$ cat src/rtl/mem_stage.sv
// Memory-access pipeline stage: latches the EXE->MEM bus, captures the SRAM read
// word (holding it across WB stalls), performs load extraction and forwards to WB/ID.
module mem_stage #(
  parameter int          XLEN   = 32,
  parameter logic [31:0] RST_PC = 32'h0
) (
  input  logic            clk,
  input  logic            reset,
  input  logic            ms_flush,
  input  logic            es_to_ms_valid,
  output logic            ms_allowin,
  input  logic [XLEN-1:0] es_pc,
  input  logic [XLEN-1:0] es_alu_result,
  input  logic [4:0]      es_dest,
  input  logic            es_rf_we,
  input  logic            es_res_from_mem,
  input  logic [2:0]      es_mem_op,
  input  logic [XLEN-1:0] data_sram_rdata,
  input  logic            ws_allowin,
  output logic            ms_to_ws_valid,
  output logic [XLEN-1:0] ms_pc,
  output logic [XLEN-1:0] ms_final_result,
  output logic [4:0]      ms_dest,
  output logic            ms_rf_we,
  output logic            ms_fwd_valid,
  output logic [4:0]      ms_fwd_dest,
  output logic [XLEN-1:0] ms_fwd_data
);

  localparam logic [2:0] LD_W  = 3'd0;
  localparam logic [2:0] LD_B  = 3'd1;
  localparam logic [2:0] LD_H  = 3'd2;
  localparam logic [2:0] LD_BU = 3'd3;
  localparam logic [2:0] LD_HU = 3'd4;

  logic            ms_valid_r;
  logic [XLEN-1:0] pc_r;
  logic [XLEN-1:0] result_r;
  logic [4:0]      dest_r;
  logic            rf_we_r;
  logic            res_from_mem_r;
  logic [2:0]      mem_op_r;
  logic [XLEN-1:0] rdata_hold_r;
  logic            rdata_held_r;

  logic            ms_ready_go_s;
  logic [XLEN-1:0] raw_rdata_s;
  logic [XLEN-1:0] load_data_s;
  logic [XLEN-1:0] final_s;

  // Pick the addressed byte/halfword out of the word and extend it.
  function automatic logic [31:0] load_ext(input logic [2:0] op, input logic [1:0] a,
                                            input logic [31:0] w);
    logic [7:0]  b;
    logic [15:0] h;
    case (a)
      2'd0:    b = w[7:0];
      2'd1:    b = w[15:8];
      2'd2:    b = w[23:16];
      default: b = w[31:24];
    endcase
    h = a[1] ? w[31:16] : w[15:0];
    case (op)
      LD_B:    load_ext = {{24{b[7]}}, b};
      LD_BU:   load_ext = {24'h0, b};
      LD_H:    load_ext = {{16{h[15]}}, h};
      LD_HU:   load_ext = {16'h0, h};
      LD_W:    load_ext = w;
      default: load_ext = w;
    endcase
  endfunction

  assign ms_ready_go_s  = 1'b1;
  assign ms_allowin     = !ms_valid_r || (ms_ready_go_s && ws_allowin);
  assign ms_to_ws_valid = ms_valid_r && ms_ready_go_s && !ms_flush;

  // The SRAM word is only valid in the first MEM cycle, so a stalled load replays the held copy.
  assign raw_rdata_s = rdata_held_r ? rdata_hold_r : data_sram_rdata;
  assign load_data_s = load_ext(mem_op_r, result_r[1:0], raw_rdata_s);
  assign final_s     = res_from_mem_r ? load_data_s : result_r;

  assign ms_pc           = pc_r;
  assign ms_final_result = final_s;
  assign ms_dest         = dest_r;
  assign ms_rf_we        = ms_valid_r && rf_we_r;
  assign ms_fwd_valid    = ms_valid_r && rf_we_r && (dest_r != 5'd0) && !ms_flush;
  assign ms_fwd_dest     = dest_r;
  assign ms_fwd_data     = final_s;

  // Stage state: valid bit, EXE bus latch and stall-time read-data capture.
  always_ff @(posedge clk) begin
    if (reset) begin
      ms_valid_r     <= 1'b0;
      pc_r           <= RST_PC;
      result_r       <= '0;
      dest_r         <= 5'd0;
      rf_we_r        <= 1'b0;
      res_from_mem_r <= 1'b0;
      mem_op_r       <= 3'd0;
      rdata_hold_r   <= '0;
      rdata_held_r   <= 1'b0;
    end else begin
      if (ms_flush) begin
        ms_valid_r <= 1'b0;
      end else if (ms_allowin) begin
        ms_valid_r <= es_to_ms_valid;
      end else begin
        ms_valid_r <= ms_valid_r;
      end

      if (es_to_ms_valid && ms_allowin) begin
        pc_r           <= es_pc;
        result_r       <= es_alu_result;
        dest_r         <= es_dest;
        rf_we_r        <= es_rf_we;
        res_from_mem_r <= es_res_from_mem;
        mem_op_r       <= es_mem_op;
      end

      // ms_allowin low means a valid instruction is blocked by WB.
      if (ms_flush || ms_allowin) begin
        rdata_held_r <= 1'b0;
      end else if (ms_valid_r && res_from_mem_r && !rdata_held_r) begin
        rdata_held_r <= 1'b1;
        rdata_hold_r <= data_sram_rdata;
      end
    end
  end

endmodule
$ cat config.mk
export PLATFORM = sky130hd
export DESIGN_NAME = mem_stage
export DESIGN_NICKNAME = d
export VERILOG_FILES = /design/src/rtl/mem_stage.sv
export SDC_FILE = /design/constraint.sdc
export NUM_CORES = 1
export LEC_CHECK = 0
export CORE_MARGIN = 1
export CORE_UTILIZATION = 39
export DETAILED_ROUTE_END_ITERATION = 12
export HOLD_SLACK_MARGIN = 0.06
export MAX_ROUTING_LAYER = met4
export PLACE_DENSITY = 0.76
export SETUP_SLACK_MARGIN = 0.4
export SLEW_MARGIN = 20
export SYNTH_ARGS = -nofsm -noshare
export SYNTH_HDL_FRONTEND = slang
export SYNTH_SLANG_ARGS = --single-unit
$ cat constraint.sdc
create_clock -name clk -period 1.8 [get_ports clk]
set_input_delay 0.27 -clock clk [delete_from_list [all_inputs] [get_ports clk]]
set_output_delay 0.27 -clock clk [all_outputs]
set_load 0.01 [all_outputs]
==> summary.md, run 1 <==
| Metric | Value |
|---|---|
| Clock buffer depth | `2` |
| Most common cell after layout, fill and taps aside | `nand2_1` |
| DRT iter0 DRCs | `400` |
| Slew headroom | `0.6582` |
| Pre-antenna DRT Iters | `5` |
| Netlist cell types | `52` |
| Synth Register Bits | `108` |
| Die ar. | `approximately 14,000 um^2` |
| Commonest non-fill, non-tap cells in the layout | `nand2_1 (223), clkdlybuf4s50_1 (108), a21oi_1 (107)` |
| Drt wl/cell | `~17 um` |
| Fin area | `about 9000 um^2` |
| Total gr overflow | `0` |
| RSZ-0062 raised after global routing | `true` |
| Fraction of layout cells with a size suffix above 1 | `0.3093` |
| Clock skew | `slightly above 0.009 ns` |
| CTS tree | `done` |
| Filler Cell Count | `1,153` |
| Initial Util | `0.4052` |
| Reg2Reg Depth | `6` |
| Sw Share | `0.2860` |
| Die Y | `120.2 um` |
| Static Leak | `approximately 3.8 nW` |
| Seq pwr share | `0.425` |
| Pwr/cell area | `667.7 nW/um^2` |
| Cell area after synthesis | `between 5000 and 6000 um^2` |
| Port bufs | `220` |
| Pins Over Slew Limit | `0` |
| Syn. warnings | `0` |
| DRC Markers | `0` |
| Pint | `0.004274 W` |
| Hold_buf cts | `0` |
| Crit end category | `primary output` |
| Largest net degree at the start of global routing | `46` |
| Startpoint Class | `flop` |
| Critical path peak fanout | `8` |
| Overall Global Routing Usage | `0.2670` |
| Final Hold Fails | `0` |
| FP Rows | `42` |
| Hold depth | `3` |
| Pre-CTS setup slack | `-0.9556 ns` |
| R2r setup slk | `0.12 ns` |
| Final setup margin | `-0.6199 ns` |
| Power share of the clock group | `0.319` |
| Worst r2r src | `rdata_held_r` |
| Endpoints failing setup | `between 60 and 70` |
| Num CTS Buffers | `9` |
| Failing checks | `negative setup slack` |
| CTS Sinks | `108` |
| H-tree depth | `3` |
| N_diodes | `0` |
| DR vias | `between 5,000 and 6,000` |
| Core Region | `approximately 13,000 um^2` |
| Switching pwr | `0.001712 W` |
| Max Fclk | `slightly above 400 MHz` |
| Synth Flop Type | `dfxtp_1` |
| Worst path required time | `1.53 ns` |
| Async S/R FF share, synth | `0` |
| CTS Root Cell | `clkbuf_16` |
| Footprint of the multi-input gates | `3241 um^2` |
| Initial antenna violation count | `0` |
| Worst-Skew Late Latency | `0.35 ns` |
| First-pass GRT wire length | `29,150 um` |
| Post-Route WL | `19,250 um` |
| Peak supply drop | `0.0006107 V` |
| Number of synthesized flops with an enable pin | `0` |
| Mapped Nets | `830` |
| Logic pwr share | `0.255` |
| Placed cell area | `approximately 8000 um^2` |
| Layout overhead on the synthesized area | `64.45%` |
| Fin crit share | `1.344` |
| Routed Antenna Nets | `0` |
| Arr. time, crit path | `2.15 ns` |
| Max-cap viol count | `0` |
| Status | `finished, violations left` |
| Post-layout minimum cycle time | `2.420 ns` |
| Final hold slack | `0.3784 ns` |
| Post-Syn Instances | `around 720` |
| Actual slew at the worst max-slew pin | `around 0.5 ns` |
| FF-to-FF End | `rdata_hold_r[6]` |
| Nets | `1,077` |
| Worst Hold End | `rdata_held_r` |
| Chip width | `between 100 and 150 um` |
| Placer Congestion | `0.9477` |
| Hold Crit Class | `input port to flop` |
| # IOs | `221` |
| Vias in the first global route | `5,741` |
| Post-Synthesis Mean Instance Area | `7.582 um^2` |
| Detail Placement HPWL | `13,320 um` |
| Hold wc startpoint | `ws_allowin` |
| Vias/cell | `5.211` |
| Register area | `roughly 2200 um^2` |
| Crit path kind | `flop to primary output` |
| Register area share after synthesis | `0.3966` |
| Clock transition at path regs | `about 0.070 ns` |
==> area by class of cell <==
type | instances | area share
inverters | 4 | 0.001675
clock inverters | 3 | 0.002512
flip-flops and latches | 108 | 0.2438
multi-input cells | 514 | 0.3615
repair buffers | 329 | 0.3373
clock buffers | 12 | 0.02861
well taps | 176 | 0.02456
==> cells in the mapped netlist (2+ instances only) <==
cell / count / share of area
o31a_1: 2 / 0.0032
inv_1: 4 / 0.0028
nor2_1: 40 / 0.028
mux2i_1: 17 / 0.031
o2bb2ai_1: 6 / 0.0096
nand2b_1: 4 / 0.0046
o21ai_1: 6 / 0.0055
buf_2: 8 / 0.0073
a21oi_1: 114 / 0.10
dfxtp_1: 108 / 0.40
clkbuf_1: 33 / 0.023
a31oi_1: 10 / 0.011
buf_6: 3 / 0.0062
a22oi_1: 7 / 0.0096
o211a_1: 7 / 0.013
mux4_2: 2 / 0.0083
or3_1: 3 / 0.0034
nand2_1: 224 / 0.15
o21ai_0: 9 / 0.0083
buf_1: 10 / 0.0069
and2_1: 2 / 0.0023
nor2b_1: 2 / 0.0023
o221a_2: 6 / 0.012
buf_4: 40 / 0.055
o21a_1: 3 / 0.0041
nor3_1: 2 / 0.0018
a41oi_1: 8 / 0.013
mux2_2: 15 / 0.031
==> per-stage QoR <==
step | std cells | utilization | total power (W) | TNS (ns)
after floorplan | 719 | - | 0.003329 | -3.234
after global placement | 1099 | 0.6087 | 0.004118 | -51.79
after detailed placement | 1099 | 0.6087 | 0.004128 | -54.22
after CTS | 1141 | 0.6494 | 0.005966 | -35.63
after global routing | 1146 | 0.6664 | 0.006219 | -37.51
final | 1146 | 0.6664 | 0.005986 | -34.37
==> flip-flops by register name (all words and copies together), names as in the netlist <==
signal,count
mem_op_r,3
ms_pc,32
rdata_hold_r,32
ms_valid_r,1
result_r,32
res_from_mem_r,1
ms_dest,5
rf_we_r,1
rdata_held_r,1
==> worst max-delay path, stage by stage (launching register included) <==
cell and delay (ns):
dfxtp_4 0.44, mux2_4 0.33, o21a_4 0.22, o21ai_4 0.27, buf_6 0.17, a41oi_2 0.09, buf_4 0.17, buf_6 0.11
==> routing by layer <==
layer | routed length [um] | global-route usage
met2 | 9340 | 0.4472
met4 | 518 | 0.09799
met3 | 1656 | 0.05189
met1 | 7735 | 0.3184
met5 | 0 | -
==> what timing repair did <==
item / CTS / global route
gates resized for setup: 377 / 53
endpoints found under the setup margin: 142 / 97
gates cloned: 5 / 0
buffers inserted: 22 / 5
pin swaps: 20 / 15
==> logic make-up (layout without fill, tap and decap cells) <==
logic type,after synthesis,count (layout),synth area share
XOR/XNOR,1,1,0.001607
flip-flops,108,108,0.3966
buffers and inverters,98,348,0.1010
multiplexers,35,35,0.07321
AND/OR/NAND/NOR,287,287,0.2116
AO/OA/AOI/OAI,190,191,0.2160
==> power groups by stage <==
stage	Clock (W)	Sequential [W]	Combinational [W]
detailed placement	0	0.00260	0.00152
CTS	0.00196	0.00254	0.00146
global placement	0	0.00260	0.00152
finish	0.00191	0.00255	0.00153
floorplan	0	0.00261	0.000720
global route	0.00203	0.00256	0.00163
==> how the worst max path moves through the flow <==
stage | cells after the start | to | start
after global routing | 7 | ms_final_result[18] | rdata_held_r
after CTS | 6 | ms_fwd_data[24] | rdata_held_r
after global placement | 7 | ms_fwd_data[8] | data_sram_rdata[31]
final | 7 | ms_final_result[18] | rdata_held_r
after floorplan | 7 | ms_fwd_data[8] | rdata_held_r
after detailed placement | 7 | ms_fwd_data[8] | data_sram_rdata[31]
Note: power is estimated with default switching activity, not from simulation.
==> run 2, diff against run 1 <==
Settings changed: ABC_AREA set to 1, CORE_UTILIZATION 39 to 41, PLACE_DENSITY 0.76 to 0.78.
==> summary.md, run 2 <==
| Metric | Value |
|---|---|
| Commonest non-fill, non-tap cells in the layout | `nand2_1 (273), clkdlybuf4s50_1 (107), dfxtp_1 (98)` |
| Sw Share | `0.3248` |
| Initial Util | `0.4221` |
| CTS Root Cell | `clkbuf_16` |
| Detail Placement HPWL | `14,460 um` |
| Netlist cell types | `27` |
| Clock transition at path regs | `around 0.08 ns` |
| Register area share after synthesis | `0.3676` |
| CTS Sinks | `108` |
| Synth Register Bits | `108` |
| Startpoint Class | `flop` |
| DRT iter0 DRCs | `701` |
| Initial antenna violation count | `0` |
| RSZ-0062 raised after global routing | `true` |
| Top cell type's share of synthesized area | `0.3676` |
| Async S/R FF share, synth | `0` |
| Placer Congestion | `0.8992` |
| Pwr/cell area | `656.3 nW/um^2` |
| Switching pwr | `0.002171 W` |
| N_diodes | `0` |
| Hold_buf cts | `0` |
| Max Fclk | `437.8 MHz` |
| Pint | `0.004514 W` |
| FP Rows | `43` |
| Vias/cell | `5.403` |
| Final hold slack | `0.2937 ns` |
| Fin Setup TNS | `-25.44 ns` |
| Synth Flop Type | `dfxtp_1` |
| Pre-antenna DRT Iters | `5` |
| Final Hold Fails | `0` |
| Filler Cell Count | `1,038` |
| # IOs | `221` |
| Static Leak | `4.728 nW` |
| Slew headroom | `0.5727` |
| Crit path kind | `flop to primary output` |
| Reg2Reg Depth | `8` |
| Syn. warnings | `0` |
| Pins Over Slew Limit | `0` |
| Hold Crit Class | `input port to flop` |
| Layout overhead on the synthesized area | `73.18%` |
| Vias in the first global route | `6,426` |
| Nets | `1,282` |
| Failing checks | `negative setup slack` |
| Crit end category | `primary output` |
| DR vias | `7,327` |
| CTS tree | `done` |
| Most common cell after layout, fill and taps aside | `nand2_1` |
| Total gr overflow | `0` |
| Routed Antenna Nets | `0` |
| Num CTS Buffers | `9` |
| First-pass GRT wire length | `31,530 um` |
| Post-Route WL | `24,080 um` |
| Clock skew | `0.007447 ns` |
| Fin crit share | `1.269` |
| DRC Markers | `0` |
| Status | `finished, violations left` |
| Worst path required time | `1.53 ns` |
| Die Y | `121.8 um` |
| Cell area after synthesis | `approximately 5900 um^2` |
| Die ar. | `between 10,000 and 15,000 um^2` |
| Port bufs | `220` |
| Top post-synthesis cells by area | `dfxtp_1 (37%), nand2_1 (23%), a21oi_1 (8.5%)` |
| Post-Syn Instances | `915` |
| Fraction of layout cells with a size suffix above 1 | `0.3776` |
| Arr. time, crit path | `2.01 ns` |
| Largest net degree at the start of global routing | `70` |
| Endpoints failing setup | `64` |
| Overall Global Routing Usage | `0.2822` |
| Worst r2r src | `rdata_held_r` |
| Post-Synthesis Mean Instance Area | `roughly 6.4 um^2` |
| Number of synthesized flops with an enable pin | `0` |
| R2r setup slk | `~0.10 ns` |
| Critical path peak fanout | `5` |
| Logic pwr share | `0.324` |
| Clock buffer depth | `2` |
| Synth cell count leaders | `nand2_1 (359), dfxtp_1 (108), a21oi_1 (100)` |
| Worst-Skew Late Latency | `0.36 ns` |
| Drt wl/cell | `17.76 um` |
| Seq pwr share | `0.383` |
| FF-to-FF End | `rdata_hold_r[25]` |
| Final setup margin | `-0.4840 ns` |
| Actual slew at the worst max-slew pin | `approximately 0.64 ns` |
| Crit path capture | `ms_fwd_data[31]` |
| Mapped Nets | `1,026` |
| Core Region | `13,930 um^2` |
| H-tree depth | `3` |
| Max-cap viol count | `0` |
| Biggest area consumer among synthesized cells | `dfxtp_1` |
| Peak supply drop | `0.0004554 V` |
| Power share of the clock group | `0.293` |
| Top-count cell post-synth | `nand2_1` |
| Setup crit start | `result_r[0]` |
| Post-layout minimum cycle time | `2.284 ns` |
| Chip width | `121.8 um` |
[run 2: cell types whose count changed in the layout (fill, tap and decap cells not counted), moves of 21 or more]
cell	change
a21oi_2	+31
nor2_1	+22
nand2_4	+34
inv_2	+21
nand2_1	+50
a21oi_1	-45
nand3_2	+24
buf_6	+26
buf_2	-30
nand2_2	+54
inv_1	+28
[run 2: through the flow]
step	instances	total power, W	util	setup slack (ns)	area, um^2
final	1356	0.006685	0.7310	-0.4840	10190
after global routing	1356	0.006946	0.7310	-0.5607	10190
after CTS	1330	0.006305	0.6576	-0.4492	9164
after detailed placement	1300	0.004389	0.6157	-0.6762	8579
after global placement	1300	0.004374	0.6157	-0.6057	8579
after floorplan	915	0.003545	-	0.1438	6038
[run 2: repair_timing]
action / in CTS / in global routing
cloned: 3 / 16
resized for setup: 404 / 216
setup buffers: 11 / 10
pin swaps: 18 / 70
endpoints found under the setup margin: 144 / 164
[run 2: how the worst min path moves through the flow]
| stage | startpoint | cells after the start | slack (ns) | endpoint |
|---|---|---|---|---|
| final | ws_allowin | 4 | 0.29 | rdata_held_r |
| after global routing | ws_allowin | 4 | 0.30 | rdata_held_r |
| after CTS | ms_flush | 2 | 0.28 | ms_valid_r |
| after detailed placement | result_r[4] | 2 | 0.45 | result_r[4] |
| after global placement | result_r[17] | 2 | 0.44 | result_r[17] |
| after floorplan | ms_flush | 1 | 0.35 | ms_valid_r |
[run 2: metal layers]
layer | wire length (um) | global-route usage
met3 | 2002 | 0.04401
met5 | 0 | -
met1 | 8900 | 0.3263
met4 | 1004 | 0.1188
met2 | 12180 | 0.4831
[run 2: worst max-delay path, cell delays in order (launching register included)]
cell and delay (ns):
dfxtp_1 0.47, buf_4 0.19, nand4_1 0.21, nand3_4 0.22, buf_6 0.12, nand3_2 0.07
nand2_1 0.08, inv_2 0.05, buf_4 0.13, buf_6 0.11
[run 2: logic make-up after synthesis]
family	share of synthesized area
and+or+nand+nor	0.3625
AOI/OAI and AO/OA	0.1412
DFF	0.3676
buffers and inverters	0.1287
[run 2: area by class of cell]
cell class,instances,area (um^2),share of cell area
Clock inverter,7,57.56,0.005650
Tap cell,180,225.2,0.02211
Timing Repair inverter,1,11.26,0.001106
Sequential cell,108,2182,0.2142
Clock buffer,9,225.2,0.02211
Inverter,57,229.0,0.02248
Multi-Input combinational cell,659,3806,0.3737
Timing Repair Buffer,335,3450,0.3387
[run 2: power by group through the flow]
stage / sequential, W / combinational, W / clock, W
floorplan: 0.00261 / 0.000933 / 0
global placement: 0.00260 / 0.00178 / 0
detailed placement: 0.00260 / 0.00179 / 0
CTS: 0.00255 / 0.00179 / 0.00196
global route: 0.00257 / 0.00229 / 0.00208
finish: 0.00256 / 0.00217 / 0.00196
==> run 3, diff against run 2 <==
Settings changed: ABC_AREA 1 to 0, CORE_UTILIZATION 41 to 39, PLACE_DENSITY 0.78 to 0.76.
==> results of run 3 <==
Final layout, timing and power as in run 1 (identical DEF).
